$ cat src/rtl/reg_file_sb_pkg.sv
// Shared constants and helpers for the register file, its scoreboard and the
// decode/ALU blocks that size their operand buses from the same defaults.
package reg_file_sb_pkg;

   localparam int          DEF_DATA_W = 32;
   localparam int          DEF_ADDR_W = 5;
   localparam int          DEF_NUM_RD = 2;
   localparam int unsigned ZERO_IDX   = 32'd0;

   // True when the index names the hard-wired zero register in this build.
   function automatic logic is_zero_idx(input int unsigned idx, input int zero_reg);
      return (zero_reg != 0) && (idx == ZERO_IDX);
   endfunction

endpackage

$ cat src/rtl/reg_file_sb_if.sv
// Operand-read, write-back and issue bus between decode and the register file.
interface reg_file_sb_if #(
   parameter int DATA_W = 32,
   parameter int ADDR_W = 5,
   parameter int NUM_RD = 2,
   parameter int CNT_W  = ADDR_W + 1
);
   logic [NUM_RD*ADDR_W-1:0] read_reg;
   logic [NUM_RD*DATA_W-1:0] read_data;
   logic [NUM_RD-1:0]        rd_pending;
   logic [ADDR_W-1:0]        write_reg;
   logic [DATA_W-1:0]        write_data;
   logic                     reg_write;
   logic                     issue_valid;
   logic [ADDR_W-1:0]        issue_reg;
   logic                     issue_ready;
   logic [CNT_W-1:0]         pending_count;
   logic                     idle;

   modport master (
      output read_reg, write_reg, write_data, reg_write, issue_valid, issue_reg,
      input  read_data, rd_pending, issue_ready, pending_count, idle
   );

   modport slave (
      input  read_reg, write_reg, write_data, reg_write, issue_valid, issue_reg,
      output read_data, rd_pending, issue_ready, pending_count, idle
   );
endinterface

$ cat src/rtl/reg_scoreboard.sv
// Write-pending scoreboard: one bit per register, set on issue and cleared on
// write-back, with a running population count for the idle indication.
module reg_scoreboard
   import reg_file_sb_pkg::*;
#(
   parameter int ADDR_W   = DEF_ADDR_W,
   parameter int ZERO_REG = 1,
   parameter int BYPASS   = 1,
   parameter int CNT_W    = ADDR_W + 1
) (
   input  logic                  clk,
   input  logic                  rst,
   input  logic                  reg_write,
   input  logic [ADDR_W-1:0]     write_reg,
   input  logic                  issue_valid,
   input  logic [ADDR_W-1:0]     issue_reg,
   output logic                  issue_ready,
   output logic [2**ADDR_W-1:0]  pending,
   output logic [CNT_W-1:0]      pending_count,
   output logic                  idle
);
   localparam int               DEPTH   = 2**ADDR_W;
   localparam logic [DEPTH-1:0] ONE_HOT = {{(DEPTH-1){1'b0}}, 1'b1};
   localparam logic [CNT_W-1:0] CNT_ONE = {{(CNT_W-1){1'b0}}, 1'b1};

   logic [DEPTH-1:0] pending_r;
   logic [DEPTH-1:0] pending_nxt_s;
   logic [DEPTH-1:0] clr_mask_s;
   logic [DEPTH-1:0] set_mask_s;
   logic [CNT_W-1:0] count_r;
   logic [CNT_W-1:0] count_nxt_s;
   logic             ready_s;
   logic             clr_s;
   logic             set_s;
   logic             inc_s;
   logic             dec_s;

   // Issue handshake, set/clear masks and the count delta; set is applied after
   // clear so a retiring and re-issuing register stays pending.
   always_comb begin
      if (is_zero_idx(32'(issue_reg), ZERO_REG)) begin
         ready_s = 1'b1;
      end else begin
         ready_s = ~pending_r[issue_reg]
                 | ((BYPASS != 0) & reg_write & (write_reg == issue_reg));
      end
      clr_s       = reg_write & ~is_zero_idx(32'(write_reg), ZERO_REG);
      set_s       = issue_valid & ready_s & ~is_zero_idx(32'(issue_reg), ZERO_REG);
      inc_s       = set_s & ~pending_r[issue_reg];
      dec_s       = clr_s & pending_r[write_reg] & ~(set_s & (write_reg == issue_reg));
      clr_mask_s  = clr_s ? (ONE_HOT << write_reg) : {DEPTH{1'b0}};
      set_mask_s  = set_s ? (ONE_HOT << issue_reg) : {DEPTH{1'b0}};
      pending_nxt_s = (pending_r & ~clr_mask_s) | set_mask_s;
      case ({inc_s, dec_s})
         2'b10:   count_nxt_s = count_r + CNT_ONE;
         2'b01:   count_nxt_s = count_r - CNT_ONE;
         default: count_nxt_s = count_r;
      endcase
   end

   // Pending vector and population count state.
   always_ff @(posedge clk or posedge rst) begin
      if (rst) begin
         pending_r <= {DEPTH{1'b0}};
         count_r   <= {CNT_W{1'b0}};
      end else begin
         pending_r <= pending_nxt_s;
         count_r   <= count_nxt_s;
      end
   end

   assign issue_ready   = ready_s;
   assign pending       = pending_r;
   assign pending_count = count_r;
   assign idle          = (count_r == {CNT_W{1'b0}});

endmodule

$ cat src/rtl/reg_file_sb.sv
// Parametrised multi-port register file with optional zero register, write
// bypass and an integrated write-pending scoreboard.
module reg_file_sb
   import reg_file_sb_pkg::*;
#(
   parameter int DATA_W   = DEF_DATA_W,
   parameter int ADDR_W   = DEF_ADDR_W,
   parameter int NUM_RD   = DEF_NUM_RD,
   parameter int ZERO_REG = 1,
   parameter int BYPASS   = 1,
   parameter int CNT_W    = ADDR_W + 1
) (
   input logic          clk,
   input logic          rst,
   reg_file_sb_if.slave bus
);
   localparam int DEPTH = 2**ADDR_W;

   logic [DATA_W-1:0] regs_r [DEPTH];
   logic [DEPTH-1:0]  pending_s;
   logic              we_s;

   assign we_s = bus.reg_write & ~is_zero_idx(32'(bus.write_reg), ZERO_REG);

   // Storage array; reset clears every entry.
   always_ff @(posedge clk or posedge rst) begin
      if (rst) begin
         for (int i = 0; i < DEPTH; i++) begin
            regs_r[i] <= {DATA_W{1'b0}};
         end
      end else if (we_s) begin
         regs_r[bus.write_reg] <= bus.write_data;
      end
   end

   for (genvar k = 0; k < NUM_RD; k++) begin : g_rd
      logic [ADDR_W-1:0] idx_s;
      logic              hit_s;
      logic [DATA_W-1:0] data_s;
      logic              pend_s;

      // Read mux: zero register, then same-cycle write forwarding, then array.
      always_comb begin
         idx_s = bus.read_reg[k*ADDR_W +: ADDR_W];
         hit_s = (BYPASS != 0) & bus.reg_write & (bus.write_reg == idx_s);
         if (is_zero_idx(32'(idx_s), ZERO_REG)) begin
            data_s = {DATA_W{1'b0}};
            pend_s = 1'b0;
         end else if (hit_s) begin
            data_s = bus.write_data;
            pend_s = 1'b0;
         end else begin
            data_s = regs_r[idx_s];
            pend_s = pending_s[idx_s];
         end
      end

      assign bus.read_data[k*DATA_W +: DATA_W] = data_s;
      assign bus.rd_pending[k]                 = pend_s;
   end

   reg_scoreboard #(
      .ADDR_W   (ADDR_W),
      .ZERO_REG (ZERO_REG),
      .BYPASS   (BYPASS),
      .CNT_W    (CNT_W)
   ) u_sb (
      .clk           (clk),
      .rst           (rst),
      .reg_write     (bus.reg_write),
      .write_reg     (bus.write_reg),
      .issue_valid   (bus.issue_valid),
      .issue_reg     (bus.issue_reg),
      .issue_ready   (bus.issue_ready),
      .pending       (pending_s),
      .pending_count (bus.pending_count),
      .idle          (bus.idle)
   );

endmodule

$ cat src/flat_wrapper.sv
// flat-port wrapper written by rule: the top's interface ports become plain ports
module reg_file_sb_flat import reg_file_sb_pkg::*;
#(
   parameter int DATA_W   = DEF_DATA_W,
   parameter int ADDR_W   = DEF_ADDR_W,
   parameter int NUM_RD   = DEF_NUM_RD,
   parameter int ZERO_REG = 1,
   parameter int BYPASS   = 1,
   parameter int CNT_W    = ADDR_W + 1
)
  (clk, rst, bus_read_reg, bus_write_reg, bus_write_data, bus_reg_write, bus_issue_valid, bus_issue_reg, bus_read_data, bus_rd_pending, bus_issue_ready, bus_pending_count, bus_idle);
  reg_file_sb_if #(.DATA_W(DATA_W), .ADDR_W(ADDR_W), .NUM_RD(NUM_RD), .CNT_W(CNT_W)) bus_i ();
  input logic clk;
  input logic rst;
  input wire logic [$bits(bus_i.read_reg)-1:0] bus_read_reg;
  input wire logic [$bits(bus_i.write_reg)-1:0] bus_write_reg;
  input wire logic [$bits(bus_i.write_data)-1:0] bus_write_data;
  input wire logic [$bits(bus_i.reg_write)-1:0] bus_reg_write;
  input wire logic [$bits(bus_i.issue_valid)-1:0] bus_issue_valid;
  input wire logic [$bits(bus_i.issue_reg)-1:0] bus_issue_reg;
  output wire logic [$bits(bus_i.read_data)-1:0] bus_read_data;
  output wire logic [$bits(bus_i.rd_pending)-1:0] bus_rd_pending;
  output wire logic [$bits(bus_i.issue_ready)-1:0] bus_issue_ready;
  output wire logic [$bits(bus_i.pending_count)-1:0] bus_pending_count;
  output wire logic [$bits(bus_i.idle)-1:0] bus_idle;
  assign bus_i.read_reg = bus_read_reg;
  assign bus_i.write_reg = bus_write_reg;
  assign bus_i.write_data = bus_write_data;
  assign bus_i.reg_write = bus_reg_write;
  assign bus_i.issue_valid = bus_issue_valid;
  assign bus_i.issue_reg = bus_issue_reg;
  assign bus_read_data = bus_i.read_data;
  assign bus_rd_pending = bus_i.rd_pending;
  assign bus_issue_ready = bus_i.issue_ready;
  assign bus_pending_count = bus_i.pending_count;
  assign bus_idle = bus_i.idle;
  reg_file_sb #(.DATA_W(DATA_W), .ADDR_W(ADDR_W), .NUM_RD(NUM_RD), .ZERO_REG(ZERO_REG), .BYPASS(BYPASS), .CNT_W(CNT_W)) u_core (.clk(clk), .rst(rst), .bus(bus_i));
endmodule
$ cat config.mk
export PLATFORM = sky130hd
export DESIGN_NAME = reg_file_sb_flat
export DESIGN_NICKNAME = d
export VERILOG_FILES = /design/src/rtl/reg_file_sb_pkg.sv /design/src/rtl/reg_file_sb_if.sv /design/src/rtl/reg_scoreboard.sv /design/src/rtl/reg_file_sb.sv /design/src/flat_wrapper.sv
export SDC_FILE = /design/constraint.sdc
export NUM_CORES = 2
export LEC_CHECK = 0
export CORE_MARGIN = 3
export CORE_UTILIZATION = 49
export CTS_BUF_LIST = sky130_fd_sc_hd__clkbuf_4 sky130_fd_sc_hd__clkbuf_8
export CTS_CLUSTER_DIAMETER = 100
export DETAILED_ROUTE_END_ITERATION = 6
export GPL_TIMING_DRIVEN = 1
export PLACE_DENSITY = 0.77
export SETUP_SLACK_MARGIN = 0.3
export SYNTH_ARGS = -nofsm -noshare
export SYNTH_HDL_FRONTEND = slang
export SYNTH_SLANG_ARGS = --single-unit
$ cat constraint.sdc
create_clock -name clk -period 43 [get_ports clk]
set_clock_uncertainty 0.1 [all_clocks]
set_input_delay 12.9 -clock clk [delete_from_list [all_inputs] [get_ports clk]]
set_output_delay 12.9 -clock clk [all_outputs]
set_load 0.05 [all_outputs]
==> Word level (Yosys, flattened, before mapping) <==
Cells that the tools add are included.
{ "word_totals": {"rom_bits": 0, "n_memories": 0, "latch_bits": 0, "register_bits": 1062, "ramBits": 0} }
{ "classes": {"bitwise_logic": 21, "muxes": 29, "n_addsub": 2, "multipliers": 0, "n_reduce_logical": 7, "n_shift": 2, "n_div": 0, "n_eq_ne": 5, "magnitude_cmp": 8} }
{ "ops": {"columns": ["operator", "n"], "rows": [
  ["bitwise mux 1024 bit", 1],
  ["2-to-1 mux 32 bit", 11],
  ["binary-select mux 32 bit (select 5 bit)", 2],
  ["demux 32 bit (select 5 bit)", 1],
  ["left shift 1 x 5 -> 32 bit (first input constant)", 2],
  ["AND 32 bit", 1],
  ["inverter 32 bit", 1],
  ["bitwise OR 32 bit", 1],
  ["< comparator 5 x 6 -> 1 bit (second input constant)", 4],
  ["binary-select mux 1 bit (select 5 bit)", 4],
  ["zero test 5 bit", 4],
  ["greater-or-equal comparator 6 bit (second input constant)", 3],
  ["inverter 5 -> 6 bit", 3],
  ["== test 5 bit", 3],
  ["case mux 6 bit (2 select lines)", 1],
  ["AND 1 bit", 10],
  ["2-to-1 mux 1 bit", 9],
  ["adder 6 x 1 -> 6 bit (second input constant)", 1],
  ["zero test 6 bit", 1],
  ["< comparator 6 x 1 -> 1 bit (second input constant)", 1],
  ["subtractor 6 x 1 -> 6 bit (second input constant)", 1],
  ["inverter 1 bit", 4],
  ["== test 2 x 1 -> 1 bit (second input constant)", 1],
  ["== test 2 bit (second input constant)", 1],
  ["3 further kinds", 3]
]} }

==> Longest topological paths before layout <==
{ "logic_depth": {"depth_word": 12, "ltp_mapped": 16, "depth_no_buf": 14} }

==> Hierarchy <==
Synthesis repeated with hierarchy kept, for this count alone.
{ "hier_totals": {"cells_unflattened": 4104, "area_unflattened_um2": 58272.1} }
{ "modules_own_cells": {"columns": ["module", "seq_area_each_um2", "cells_each", "n_inst", "area_per_inst_um2"], "rows": [
  ["reg_file_sb", 25624.6, 3846, 1, 55713.4],
  ["reg_scoreboard", 950.9, 258, 1, 2558.7]
]} }

==> Least setup slack after synthesis <==
No wires, ideal clock.
{ "synth_path": {"path_kind": "input-to-output", "start": "input port bus_read_reg[5]", "end": "output port bus_read_data[34]", "t_arrival_ps": 15441, "path_slack_ps": 14559, "stages": 10, "n_path_buf": 6, "path_cell_list": "buf_6 buf_6 buf_6 buf_4 buf_6 buf_4 mux2i_1 o221ai_1 a221oi_1 o31ai_1"} }
{ "synth_via": {"elab_chain_cells": 6, "elab_cells_between_ends": 9} }
{ "synth_rtl": {"columns": ["element", "line", "source"], "rows": [
  ["start: declaration", "flat_wrapper.sv:15", "input wire logic [$bits(bus_i.read_reg)-1:0] bus_read_reg;"],
  ["inverter 5 -> 6 bit (implied by the code)", "reg_file_sb.sv:53", "data_s = regs_r[idx_s];"],
  ["binary-select mux 32 bit (select 5 bit)", "reg_file_sb.sv:53", null],
  ["2-to-1 mux 32 bit (implied by the code) (2 in series)", "reg_file_sb.sv:53", null],
  ["2-to-1 mux 32 bit", "reg_file_sb.sv:49", "end else if (hit_s) begin"],
  ["2-to-1 mux 32 bit (*)", "reg_file_sb.sv:46", "if (is_zero_idx(32'(idx_s), ZERO_REG)) begin"],
  ["end: declaration", "flat_wrapper.sv:21", "output wire logic [$bits(bus_i.read_data)-1:0] bus_read_data;"]
]} }
Every way passes the cells marked *; elsewhere a longest branch is shown, timed or not. The select of a mux whose other input is x is not followed.

==> Worst setup path after layout <==
{ "layout_path": {"start": "input port bus_read_reg[5]", "end": "output port bus_read_data[44]"} }
The elaborated chain is that of the path after synthesis.

==> results by group <==
Clock network
  • Clk_lat worst skew: between 0.8 and 0.9 ns
  • CTS H-tree depth: 4
  • CTS Root Cell: clkbuf_8
  • CTS clock-pin slew for the worst setup and hold paths: 0.06 ns
  • # clock sinks: between 1,000 and 1,500
  • CTS tree: done
  • Post-CTS Resized: 0
  • Num CTS Buffers: 168
  • CTS Buffer Depth: 3
  • Setup bufs post-CTS: 0
  • Hold buffers post-CTS: 0

Floorplanning
  • Rows: about 130
  • Die height: between 300 and 400 um
  • IO Pins: 130
  • Core area: roughly 120,000 um2
  • Die ar.: 123,000 um2
  • DIE WIDTH: approximately 350 um
  • Initial Util: between 40% and 50%

Place
  • DP Worst Slack: around 12 ns
  • Port bufs: between 100 and 150
  • Gpl congestion: roughly 0.84
  • Placed insts: approximately 5,200
  • DP Wirelength: roughly 94,000 um

STA
  • Final Critical Period: between 30 and 40 ns
  • Slew HR: approximately 15%
  • Unrepaired setup endpoints after global routing: false
  • Endpoints failing hold: 0
  • Max Fclk: 0.0323 GHz
  • Final setup fails: 0
  • Period utilisation layout: between 70% and 80%
  • Setup tns final: 0 ns
  • Worst-Margin Slew: between 1 and 1.5 ns
  • Fin worst setup slack: between 10 and 15 ns
  • Slew Viols, Final: 0
  • Hold WS: 0.295 ns

Worst setup path
  • Critical Path Fanout Max: 53
  • Worst Setup Path Type: primary input to output pin
  • Worst path max stage delay: approximately 0.97 ns
  • CP max stage cell: clkdlybuf4s50_1
  • Worst Path Arrival: 17.93 ns
  • CP bufs+invs: 5
  • CP Capture Type: output pin
  • Required time of the critical path: roughly 30 ns
  • Critical Path Source Type: primary input
  • Top cell by count, worst path: buf_4
  • Worst path cell trace: buf_8, buf_4, buf_4, buf_4, mux4_2, a211o_1, a21oi_1, o31ai_1, clkdlybuf4s50_1
  • Critical path's top delay family: buffers and inverters

Yosys
  • Unique masters post-synth: 53
  • Syn avg cell area: around 15 um2
  • Main synth FF type: dfrtp_1
  • Synthesis Warnings: 0
  • Post-synth EDFFs: 0
  • Post-synth ARST share: 100%
  • Flops & latches, synth: approximately 1,100
  • Mapped cell area: between 50,000 and 60,000 um2
  • Synth Net Count: 3,981
  • Mapped Cells: slightly below 4,000
  • Seq/Total Area, Yosys: between 40% and 50%

GRT
  • Vias in the first global route: between 30,000 and 40,000
  • GRT Total Usage: between 20% and 30%
  • Initial antenna violation count: 9
  • Global-route wire length before repair: around 260,000 um
  • Global route overflow: 0
  • Largest net degree at the start of global routing: about 130

Routing
  • Remaining DRCs: 0
  • Pre-antenna DRT Iters: 6
  • Iter 0 DRT Violations: about 4,400
  • Detailed Route WL: approximately 170,000 um
  • Drt wl/cell: roughly 31 um
  • DR vias: 38,000
  • Vias per inst: between 6 and 7
  • Antenna viol nets, final: 0

Job
  • Max_cap viols: 0

Pwr
  • Max IR drop VDD: a little over 0.03 mV
  • LEAKAGE: about 27 nW
  • Overall Power: between 2 and 3 mW
  • PwrDens: 46.6 nW/um2

Finish
  • Layout cells sized above 1: between 50% and 60%
  • Layout Cells excl Fill: ~5,500
  • Nets@finish: roughly 3,900
  • Area Growth Syn to Fin: 9.79%

Run status
  • Status: complete, no violations

Hold path
  • Min-Delay Path Class: flip-flop to flip-flop
==> logic make-up after synthesis <==
logic type	after synthesis	share of synthesized area (%)
AO/OA/AOI/OAI	329	4.15
XOR/XNOR	20	0.301
adder cells (fa/ha/maj)	6	0.142
buffers and inverters	481	3.78
flip-flops	1062	45.7
multiplexers	1760	43.9
AND/OR/NAND/NOR	261	2.02
==> report_power, final <==
| group | internal (mW) | total (mW) | switching (mW) |
|---|---|---|---|
| clock network | 0.510 | 0.936 | 0.426 |
| logic | 0.395 | 0.694 | 0.299 |
| registers | 1.19 | 1.34 | 0.147 |
| total | 2.10 | 2.97 | 0.872 |
==> metal layers <==
metal  routed length, um  GRT usage, %  vias up
li1                    -             -    15000
met1               69100          38.7    20400
met2               79800          43.5     2107
met3               17900          7.86      453
met4                7060          11.9        4
met5                  24             0        -
==> Yosys cell counts, types with 4 or more instances <==
| master | instances | area share [%] |
|---|---|---|
| nand3_1 | 4 | 0.034 |
| buf_1 | 59 | 0.38 |
| mux4_2 | 523 | 20 |
| a221o_1 | 9 | 0.16 |
| o22ai_1 | 18 | 0.19 |
| buf_6 | 17 | 0.33 |
| o221ai_1 | 28 | 0.42 |
| a2111oi_0 | 8 | 0.12 |
| nor2b_1 | 24 | 0.26 |
| a22oi_1 | 23 | 0.30 |
| xor2_1 | 14 | 0.21 |
| a221oi_1 | 25 | 0.38 |
| and2_1 | 4 | 0.043 |
| clkbuf_1 | 224 | 1.4 |
| nor3_1 | 11 | 0.095 |
| o21ai_0 | 58 | 0.50 |
| inv_1 | 26 | 0.17 |
| ha_1 | 5 | 0.11 |
| o211ai_1 | 18 | 0.23 |
| a21oi_1 | 29 | 0.25 |
| nand2b_1 | 8 | 0.086 |
| mux2i_1 | 173 | 3.0 |
| a211oi_1 | 33 | 0.43 |
| xnor2_1 | 6 | 0.090 |
| mux2_2 | 1064 | 21 |
| a32o_1 | 30 | 0.52 |
| a21o_1 | 13 | 0.17 |
| o21bai_1 | 10 | 0.13 |
| a22o_1 | 4 | 0.060 |
| dfrtp_1 | 1062 | 46 |
| o31ai_1 | 15 | 0.19 |
| or3_1 | 6 | 0.065 |
| nand2_1 | 118 | 0.76 |
| buf_2 | 125 | 1.1 |
| nor2_1 | 69 | 0.45 |
| buf_4 | 29 | 0.37 |
==> worst reg2reg max path: cells and delay by family, from the launching register on <==
family	cells	cell delay, ns
AO/OA/AOI/OAI	5	1.10
adder cells (fa/ha/maj)	2	0.59
flip-flops	1	0.45
AND/OR/NAND/NOR	1	0.07
multiplexers	2	0.97
XOR/XNOR	1	0.18
==> sequential cells by signal (all words and copies together), names as in the netlist <==
name,flops
u_core.regs_r,1024
u_core.u_sb.pending,32
u_core.u_sb.pending_count,6
==> cell type report <==
type	instances	area, um2
Antenna cell	8	20.0
Clock buffer	255	3180
Clock inverter	47	444
Fill cell	9291	53200
Inverter	27	105
Multi-Input combinational cell	2376	29600
Sequential cell	1062	26600
Tap cell	1524	1910
Timing Repair Buffer	222	2010
==> metrics by stage <==
step	util, %	cell area [um2]
floorplan	-	58100
global placement	51.4	60200
detailed placement	51.4	60200
CTS	54.5	63800
global route	54.5	63800
finish	54.5	63800
==> cell usage in the layout, fill, tap and decap left out, types with 33 or more instances in the layout <==
cell type	synthesis	final
nand2_1	118	102
dfrtp_1	1062	1062
o21ai_0	58	58
mux2i_1	173	173
buf_4	29	95
clkbuf_4	0	53
mux2_2	1064	1064
nor2_1	69	54
a211oi_1	33	33
clkbuf_8	0	202
clkdlybuf4s50_1	0	119
mux4_2	523	523
==> path summary, 6_finish.rpt <==
check | startpoint | cells past startpoint | slack (ns) | end
min in group asynchronous | rst | 2 | 12.55 | u_core.regs_r[254]
max reg2reg | u_core.u_sb.pending[17] | 11 | 39.45 | u_core.u_sb.pending_count[5]
min reg2reg | u_core.regs_r[1021] | 0 | 0.29 | u_core.regs_r[1021]
max | bus_read_reg[5] | 9 | 12.07 | bus_read_data[44]
max in group asynchronous | rst | 5 | 27.26 | u_core.regs_r[727]
min | u_core.regs_r[1021] | 0 | 0.29 | u_core.regs_r[1021]
Power figures use the tool's default switching activity.
